===== config.mk =====
export PLATFORM = sky130hd
export DESIGN_NAME = turn_ctl
export DESIGN_NICKNAME = d
export VERILOG_FILES = /design/src/rtl/turn_pkg.sv /design/src/rtl/wind_lfsr.sv /design/src/rtl/turn_ctl.sv
export SDC_FILE = /design/constraint.sdc
export NUM_CORES = 1
export LEC_CHECK = 0
export ABC_CLOCK_PERIOD_IN_PS = 3200
export CORE_MARGIN = 4
export CORE_UTILIZATION = 39
export DETAILED_ROUTE_END_ITERATION = 10
export HOLD_SLACK_MARGIN = 0.02
export REMOVE_ABC_BUFFERS = 1
export SYNTH_ARGS = -nofsm -noshare
export SYNTH_HDL_FRONTEND = slang
export SYNTH_SLANG_ARGS = --single-unit

===== constraint.sdc =====
create_clock -name clk -period 3.2 [get_ports clk]
set_clock_uncertainty 0.2 [all_clocks]
set_input_delay 0.64 -clock clk [delete_from_list [all_inputs] [get_ports clk]]
set_output_delay 0.64 -clock clk [all_outputs]
set_load 0.01 [all_outputs]

===== src/rtl/turn_pkg.sv =====
// rtl/turn_pkg.sv - shared types, constants and scoring helper for the turn scheduler
package turn_pkg;

    localparam int COORD_W = 12;
    localparam int HP_W    = 4;
    localparam int WIND_W  = 7;

    localparam logic [15:0]       LFSR_SEED = 16'hACE1;
    localparam logic [WIND_W-1:0] WIND_CALM = 7'd50;

    typedef enum logic [2:0] {
        READY  = 3'd0,
        LAUNCH = 3'd1,
        FLIGHT = 3'd2,
        SCORE  = 3'd3,
        SWITCH = 3'd4,
        OVER   = 3'd5
    } state_t;

    // One extra bit of headroom makes the landing offset a proper signed value,
    // so a landing left of the target never wraps into a large positive number.
    function automatic logic in_window(
        input logic [COORD_W-1:0] x,
        input logic [COORD_W-1:0] c,
        input logic [COORD_W-1:0] half
    );
        logic signed [COORD_W:0] d;
        logic signed [COORD_W:0] h;
        d = $signed({1'b0, x}) - $signed({1'b0, c});
        h = $signed({1'b0, half});
        return (d >= -h) && (d <= h);
    endfunction

endpackage


===== src/rtl/wind_lfsr.sv =====
// rtl/wind_lfsr.sv - free-running 16-bit wind LFSR with 0..100 wind register
module wind_lfsr
    import turn_pkg::*;
(
    input  logic              clk,
    input  logic              rst,
    input  logic              load,
    input  logic              calm,
    output logic [WIND_W-1:0] wind
);

    logic [15:0]       r_lfsr;
    logic [WIND_W-1:0] r_wind;
    logic              w_fb;
    logic [WIND_W-1:0] w_raw;
    logic [WIND_W-1:0] w_map;

    // Taps 16/14/13/11 counted from the output end of a right-shifting register.
    assign w_fb  = r_lfsr[0] ^ r_lfsr[2] ^ r_lfsr[3] ^ r_lfsr[5];
    assign w_raw = r_lfsr[WIND_W-1:0];
    // 101..127 folds back onto 1..27 so every draw lands in 0..100.
    assign w_map = (w_raw <= 7'd100) ? w_raw : (w_raw - 7'd100);

    // LFSR steps every cycle so wind depends on how long each turn took.
    always_ff @(posedge clk) begin
        if (rst) begin
            r_lfsr <= LFSR_SEED;
        end else begin
            r_lfsr <= {w_fb, r_lfsr[15:1]};
        end
    end

    // Wind register: calm on reset or restart, fresh draw on turn change.
    always_ff @(posedge clk) begin
        if (rst) begin
            r_wind <= WIND_CALM;
        end else if (calm) begin
            r_wind <= WIND_CALM;
        end else if (load) begin
            r_wind <= w_map;
        end
    end

    assign wind = r_wind;

endmodule


===== src/rtl/turn_ctl.sv =====
// rtl/turn_ctl.sv - two-player turn scheduler: launch, timeout, scoring and hit points
module turn_ctl
    import turn_pkg::*;
#(
    parameter logic [COORD_W-1:0] P0_X        = 12'd100,
    parameter logic [COORD_W-1:0] P1_X        = 12'd900,
    parameter logic [COORD_W-1:0] HIT_HALF    = 12'd24,
    parameter logic [HP_W-1:0]    MAX_HP      = 4'd5,
    parameter logic [31:0]        TIMEOUT_CYC = 32'd100_000_000
) (
    input  logic               clk,
    input  logic               rst,
    input  logic [1:0]         fire,
    input  logic               new_game,
    input  logic               land_valid,
    input  logic [COORD_W-1:0] land_x,
    output logic               throw_start,
    output logic               throw_dir,
    output logic [WIND_W-1:0]  wind,
    output logic               active_player,
    output logic [HP_W-1:0]    hp0,
    output logic [HP_W-1:0]    hp1,
    output logic               hit,
    output logic               miss,
    output logic               game_over,
    output logic               winner
);

    state_t            r_state;
    state_t            w_next;
    logic [31:0]       r_tmo_cnt;
    logic              r_active;
    logic              r_winner;
    logic              r_throw_start;
    logic              r_hit;
    logic              r_miss;
    logic              r_game_over;
    logic              r_score_hit;
    logic [HP_W-1:0]   r_hp0;
    logic [HP_W-1:0]   r_hp1;

    logic [COORD_W-1:0] w_target;
    logic               w_in_win;
    logic               w_tmo;
    logic               w_land_hit;
    logic               w_score_edge;
    logic [HP_W-1:0]    w_opp_hp;
    logic [HP_W-1:0]    w_opp_hp_dec;
    logic               w_wind_load;
    logic               w_wind_calm;

    // Player 0 aims at player 1's target and vice versa.
    assign w_target     = r_active ? P0_X : P1_X;
    assign w_in_win     = in_window(land_x, w_target, HIT_HALF);
    assign w_tmo        = (r_tmo_cnt == (TIMEOUT_CYC - 32'd1));
    // A landing report in the timeout cycle still counts as a real landing.
    assign w_land_hit   = land_valid && w_in_win;
    assign w_score_edge = (r_state == FLIGHT) && (land_valid || w_tmo);
    assign w_opp_hp     = r_active ? r_hp0 : r_hp1;
    assign w_opp_hp_dec = (w_opp_hp == '0) ? '0 : (w_opp_hp - 4'd1);
    assign w_wind_load  = (r_state == SWITCH);
    assign w_wind_calm  = (r_state == OVER) && new_game;

    // State register.
    always_ff @(posedge clk) begin
        if (rst) begin
            r_state <= READY;
        end else begin
            r_state <= w_next;
        end
    end

    // Next-state logic; stray inputs in other states simply hold the state.
    always_comb begin
        w_next = r_state;
        case (r_state)
            READY:   if (fire[r_active]) w_next = LAUNCH;
            LAUNCH:  w_next = FLIGHT;
            FLIGHT:  if (land_valid || w_tmo) w_next = SCORE;
            SCORE:   w_next = (r_score_hit && (w_opp_hp_dec == '0)) ? OVER : SWITCH;
            SWITCH:  w_next = READY;
            OVER:    if (new_game) w_next = READY;
            default: w_next = READY;
        endcase
    end

    // Flight timer: zeroed at launch, counts each FLIGHT cycle.
    always_ff @(posedge clk) begin
        if (rst) begin
            r_tmo_cnt <= '0;
        end else if (r_state == LAUNCH) begin
            r_tmo_cnt <= '0;
        end else if (r_state == FLIGHT) begin
            r_tmo_cnt <= r_tmo_cnt + 32'd1;
        end
    end

    // Registered pulses and status, decided on the edge entering the state they belong to.
    always_ff @(posedge clk) begin
        if (rst) begin
            r_throw_start <= 1'b0;
            r_hit         <= 1'b0;
            r_miss        <= 1'b0;
            r_game_over   <= 1'b0;
            r_score_hit   <= 1'b0;
        end else begin
            r_throw_start <= (r_state == READY) && (w_next == LAUNCH);
            r_hit         <= w_score_edge && w_land_hit;
            r_miss        <= w_score_edge && !w_land_hit;
            r_game_over   <= (w_next == OVER);
            if (r_state == FLIGHT) begin
                r_score_hit <= w_land_hit;
            end
        end
    end

    // Hit points, turn ownership and winner.
    always_ff @(posedge clk) begin
        if (rst) begin
            r_hp0    <= MAX_HP;
            r_hp1    <= MAX_HP;
            r_active <= 1'b0;
            r_winner <= 1'b0;
        end else begin
            case (r_state)
                SCORE: begin
                    if (r_score_hit) begin
                        if (r_active) begin
                            r_hp0 <= w_opp_hp_dec;
                        end else begin
                            r_hp1 <= w_opp_hp_dec;
                        end
                        if (w_opp_hp_dec == '0) begin
                            r_winner <= r_active;
                        end
                    end
                end
                SWITCH: r_active <= ~r_active;
                OVER: begin
                    if (new_game) begin
                        r_hp0    <= MAX_HP;
                        r_hp1    <= MAX_HP;
                        r_active <= 1'b0;
                    end
                end
                default: ;
            endcase
        end
    end

    wind_lfsr u_wind (
        .clk  (clk),
        .rst  (rst),
        .load (w_wind_load),
        .calm (w_wind_calm),
        .wind (wind)
    );

    assign throw_start   = r_throw_start;
    assign throw_dir     = r_active;
    assign active_player = r_active;
    assign hp0           = r_hp0;
    assign hp1           = r_hp1;
    assign hit           = r_hit;
    assign miss          = r_miss;
    assign game_over     = r_game_over;
    assign winner        = r_winner;

endmodule

**Yosys cells after proc, flatten, opt, wreduce, memory -nomap -nowiden**

Cells that the tools add are included.

- Register bits: 73
- Word-level logic and storage cells: 78
- Output and inout port bits: 22

- $lt $le $gt $ge: 4
- Reductions and logical operators: 21
- Add/subtract/negate cells: 4
- Eq/ne operators: 12
- Bitwise operators: 4
- Mux-type cells: 20

Operator list:

| kind | number |
|---|---|
| $add 32x1->32 const B | 1 |
| $eq 32x27->1 const B | 1 |
| $mux 4 | 7 |
| $pmux 4 s2 | 2 |
| $pmux 3 s5 | 1 |
| $ge 13x6->1 const B | 1 |
| $le 13x6->1 const B | 1 |
| $sub 12x10->13 | 1 |
| $mux 10 | 1 |
| $eq 3x3->1 const B | 3 |
| $mux 3 | 3 |
| $logic_and 1x1->1 | 8 |
| $logic_not 4->1 | 2 |
| $ne 2x2->1 const B | 4 |
| $reduce_and 4->1 | 2 |
| $le 7x7->1 const B | 1 |
| $mux 7 | 1 |
| $sub 7x7->7 const B | 1 |
| $eq 3x1->1 const B | 2 |
| $eq 3x2->1 const B | 2 |
| $mux 1 | 4 |
| $reduce_bool 2->1 | 2 |
| $reduce_or 2->1 | 2 |
| $sub 4x1->4 const B | 1 |
| other kinds (9) | 11 |

**Longest topological paths before layout**

- Word-level depth: 9
- Gate-level depth with buffers: 9

**Hierarchy**

A second synthesis with hierarchy kept.

- Cell total of the unflattened synthesis: 415
- Area, all modules: 3,649.8 µm²

Modules (own cells, without submodules):

| module | sequential area each (µm²) | cells each | area an instance (µm²) | instances |
|---|---|---|---|---|
| turn_ctl | 1,001.0 | 333 | 2,793.9 | 1 |
| wind_lfsr | 460.4 | 82 | 855.8 | 1 |

**Worst setup path after synthesis**

Ideal clock, no wire load.

- Kind: flip-flop to flip-flop
- From: reg r_active, in the netlist active_player
- To: reg r_score_hit
- Slack: 0.388 ns
- Arrival time: 2.521 ns
- Cell stages (with the launch flop): 10
- Period minus slack after synthesis: 2.812 ns
- Cells stage by stage: dfxtp_1 buf_2 inv_1 ha_1 a21oi_1 o221ai_1 or3_1 a211oi_1 nand4_1 a311oi_1

- Word-level cells in the longest chain between the ends: 5

Ends and longest elaborated chain:

| what | RTL line | source |
|---|---|---|
| from (decl) | turn_ctl.sv:32 | `logic r_active;` |
| from (signal assigned) | turn_ctl.sv:138 | `SWITCH: r_active <= ~r_active;` |
| $mux 10 * | turn_ctl.sv:53 | `assign w_target = r_active ? P0_X : P1_X;` |
| $sub 12x10->13 * | turn_pkg.sv:29 | `d = $signed({1'b0, x}) - $signed({1'b0, c});` |
| $ge 13x6->1 or $le 13x6->1 (tied branches) | turn_pkg.sv:31 | `return (d >= -h) && (d <= h);` |
| $logic_and 1x1->1 * | turn_pkg.sv:31 |  |
| $logic_and 1x1->1 * | turn_ctl.sv:57 | `assign w_land_hit = land_valid && w_in_win;` |
| to (signal assigned) | turn_ctl.sv:112 | `r_score_hit <= w_land_hit;` |
| to (decl) | turn_ctl.sv:38 | `logic r_score_hit;` |

Mark *: on every way between the ends. The rest lies on a longest branch, timed or not.
A chain may end at the register's enable or synchronous reset.

**Final worst setup path**

- From: in land_x[8]
- To: reg r_score_hit

- Word-level cells in the longest chain between the ends: 4

Ends and longest elaborated chain:

| what | RTL line | source |
|---|---|---|
| from (decl) | turn_ctl.sv:16 | `input logic [COORD_W-1:0] land_x,` |
| $sub 12x10->13 * | turn_pkg.sv:29 |  |
| $ge 13x6->1 or $le 13x6->1 (tied branches) | turn_pkg.sv:31 |  |
| $logic_and 1x1->1 * | turn_pkg.sv:31 |  |
| $logic_and 1x1->1 * | turn_ctl.sv:57 |  |

Marked as above.

==> metrics.md <==
| Metric | Value |
|---|---|
| Worst flop-to-flop path endpoint | r_score_hit |
| Count of final hold-check violations | 0 |
| CTS Hold Bufs | 0 |
| CTS tree | built |
| Initial core utilization | about two fifths |
| Post-synth EDFFs | 0 |
| Worst-skew pair later-pin latency | 340 ps |
| Synthesized flop and latch total | 73 |
| Slowest-stage cell, CP | clkdlybuf4s50_1 |
| Fin area | 4380 um2 |
| Minimum clock period | 2840 ps |
| FF-to-FF Start | active_player |
| DP HPWL | around 5800 um |
| Vias per inst | 5.30 |
| Post-DP Area | 4160 um2 |
| Synth warn | 0 |
| RSZ-0062 raised after global routing | no |
| Final Setup Violations | 0 |
| Critical path class | input pin to register |
| Area Growth Syn to Fin | 21.1% |
| CP max stage delay | approximately 400 ps |
| Reg2Reg Setup Slack | ~500 ps |
| Worst-case vdd ir drop | roughly 0.00024 V |
| Vias | about 3.1k |
| Critical Path, Cell by Cell | clkdlybuf4s50_1 > ha_1 > a21oi_1 > o221ai_1 > or3_1 > a211oi_1 > nand4_1 > a311oi_1 |
| Core Region | a little under 9000 um2 |
| Die width | roughly 100 um |
| Input/output buffers | 39 |
| Max Freq | around 0.35 GHz |
| Asr flop ratio synth | 0% |
| Final RePlAce weighted congestion | ~0.88 |
| Max-cap violations | 0 |
| Hold path start | u_wind.r_lfsr[14] |
| Pwr Density | about 450 nW/um2 |
| P_leak | 1.56 nW |
| Synth Cell Area | ~3600 um2 |
| Boundary pin count | 40 |
| Worst relative slew slack | between 50% and 60% |
| DRT iter0 DRCs | around 140 |
| Top cell type's share of synthesized area | about two fifths |
| Cells after synthesis | 422 |
| First-pass GRT wire length | between 10,000 and 15,000 um |
| Ys flop type | dfxtp_1 |
| Netlist cell types | 54 |
| Detail Route Antenna Nets | 0 |
| Hold worst-path end | u_wind.r_lfsr[13] |
| CP arrival | 2880 ps |
| Final layout net count | 497 |
| Tcrit/Tclk final | roughly 89% |
| Startpoint types | input pin |
| CTS resizes | 0 |
| Fraction of the yosys area taken by sequential cells | just over 40% |
| Drt drc | 0 |
| Cell taking the most area after synthesis | dfxtp_1 |
| Hold Path Stages | 1 |
| Total length of routed wires | 7910 um |
| # diodes | 0 |
| Layout cell share with drive strength beyond 1 | 9.09% |
| DRT Pass-1 Iters | 4 |
| Die ar. | ~11,000 um2 |
| Clk sink count | between 70 and 80 |
| Worst-Margin Slew | 731 ps |
| Clock slew at reported path FFs | approximately 70 ps |
| Grt ovf | 0 |
| Synth top area cells | dfxtp_1, nor2_1, xnor2_1 |
| Status | finished, final reports clean |
| Number of global-route vias before repair | ~3.0k |
| Final setup TNS | 0 ps |
| Core Rows | 34 |
| Critical path required time | between 3000 and 4000 ps |
| Storage element area | ~1500 um2 |
| GRT Util Overall | about 15% |
| Avg Cell Area, Syn | between 8 and 9 um2 |
| Min-Delay Path Class | register to register |
| Area of the multi-input gates | a little over 2000 um2 |
| CTS H-Tree Depth | 3 |
| Setup Fix Bufs, Post-CTS | 0 |
| Worst Setup End Kind | register |
| Slew Limit Fails | 0 |
| Max Fanout on Critical Path | 6 |
| CTS max path bufs | 2 |
| Clk root buf | clkbuf_8 |
| Fill cells | approximately 860 |
| R2R depth | 8 |
| WL/cell | around 14 um |
| Die H | 104 um |
| Largest net degree at the start of global routing | 33 |
| TritonCTS buffer count | 9 |
| Initial antenna violation count | 0 |
-- report_power, final --
| group | total [W] | internal [W] | switching [W] |
|---|---|---|---|
| registers | 0.000955 | 0.000933 | 0.0000223 |
| clock network | 0.000811 | 0.000463 | 0.000348 |
| logic | 0.000207 | 0.0000972 | 0.000110 |
| total | 0.00197 | 0.00149 | 0.000480 |
-- metrics by stage --
| step | cells | setup WS, ps | utilization, % | total power, W | hold WS [ps] |
|---|---|---|---|---|---|
| floorplan | 407 | 308 | - | 0.00110 | 189 |
| global placement | 565 | 126 | 46.7 | 0.00118 | 197 |
| detailed placement | 565 | 41.3 | 46.7 | 0.00118 | 192 |
| CTS | 581 | 414 | 49.3 | 0.00201 | 222 |
| global route | 581 | 188 | 49.3 | 0.00207 | 236 |
| finish | 581 | 359 | 49.3 | 0.00197 | 218 |
-- critical path, delay by kind of cell --
kind,cells,cell delay (ps)
AOI/OAI and AO/OA,4,920
adders and majority gates,1,370
buffers and inverters,1,400
and+or+nand+nor,2,550
-- cell usage after synthesis, types with 3 or more instances --
cell / instances
xor2_1: 17
ha_1: 11
nor3b_1: 4
nor2_1: 54
nor4_1: 3
o21bai_1: 3
dfxtp_1: 73
nand4_1: 13
inv_1: 15
nor2b_1: 15
nand2b_1: 6
a211oi_1: 6
clkbuf_1: 10
or3_1: 6
and3_1: 4
a21oi_1: 19
xnor2_1: 19
or2_2: 7
mux2i_1: 7
o21ai_0: 13
a311oi_1: 3
nor3_1: 14
nand2_1: 34
nand3_1: 22
a22oi_1: 3
and2_1: 4
-- per-layer routing --
metal  GRT usage (%)  share of wire (%)  up-vias
met2            24.0                 48       67
met1            19.2                 47     1437
li1                -                  -     1567
met5               0                  0        -
met3            4.53                4.1        8
met4            3.99                1.1        0
-- cell usage in the layout (no fill, tap or decap), types with 3 or more instances in the layout --
master,instances
a22oi_1,3
nand4_1,13
o21ai_0,13
a21oi_1,19
nor2b_1,15
xnor2_1,19
nor2_1,54
dfxtp_1,73
nor3_1,14
nand2_1,34
or2_2,7
buf_4,11
clkbuf_8,10
clkdlybuf4s50_1,39
o21bai_1,3
and3_1,4
and2_1,4
or3_1,6
nor4_1,3
a211oi_1,6
a311oi_1,3
xor2_1,17
inv_1,15
ha_1,11
nor3b_1,4
nand2b_1,6
nand3_1,22
mux2i_1,7
-- kinds of logic (layout without fill, tap and decap cells) --
logic type / after synthesis / in the layout / share of synthesized area (%)
AOI/OAI and AO/OA: 62 / 62 / 11.1
xor gates and xnor gates: 36 / 36 / 8.71
adders and majority gates: 11 / 11 / 3.80
buffers and inverters: 30 / 81 / 3.56
DFF: 73 / 73 / 40.4
muxes: 10 / 10 / 3.18
and+or+nand+nor: 200 / 200 / 29.3
-- sequential cells by signal (all words and copies together) (netlist names) --
| register | count |
|---|---|
| winner | 1 |
| r_tmo_cnt | 32 |
| hp0 | 4 |
| u_wind.wind | 7 |
| active_player | 1 |
| hit | 1 |
| r_score_hit | 1 |
| miss | 1 |
| u_wind.r_lfsr | 16 |
| game_over | 1 |
| throw_start | 1 |
| hp1 | 4 |
| r_state | 3 |
-- area by class of cell --
type | count | share of cell area [%]
clock buffer | 10 | 3.14
clock inverter | 6 | 2.05
inverter | 15 | 1.28
multi-input combinational | 319 | 46.3
sequential | 73 | 33.3
tap | 108 | 3.08
timing repair buffer | 50 | 10.8
-- how the worst max path moves through the flow --
stage / from / end
after floorplan: active_player / r_score_hit
after global placement: land_x[8] / r_score_hit
after detailed placement: land_x[8] / r_score_hit
after CTS: land_x[8] / r_score_hit
after global routing: land_x[8] / r_score_hit
final: land_x[8] / r_score_hit
Power figures use the tool's default switching activity.
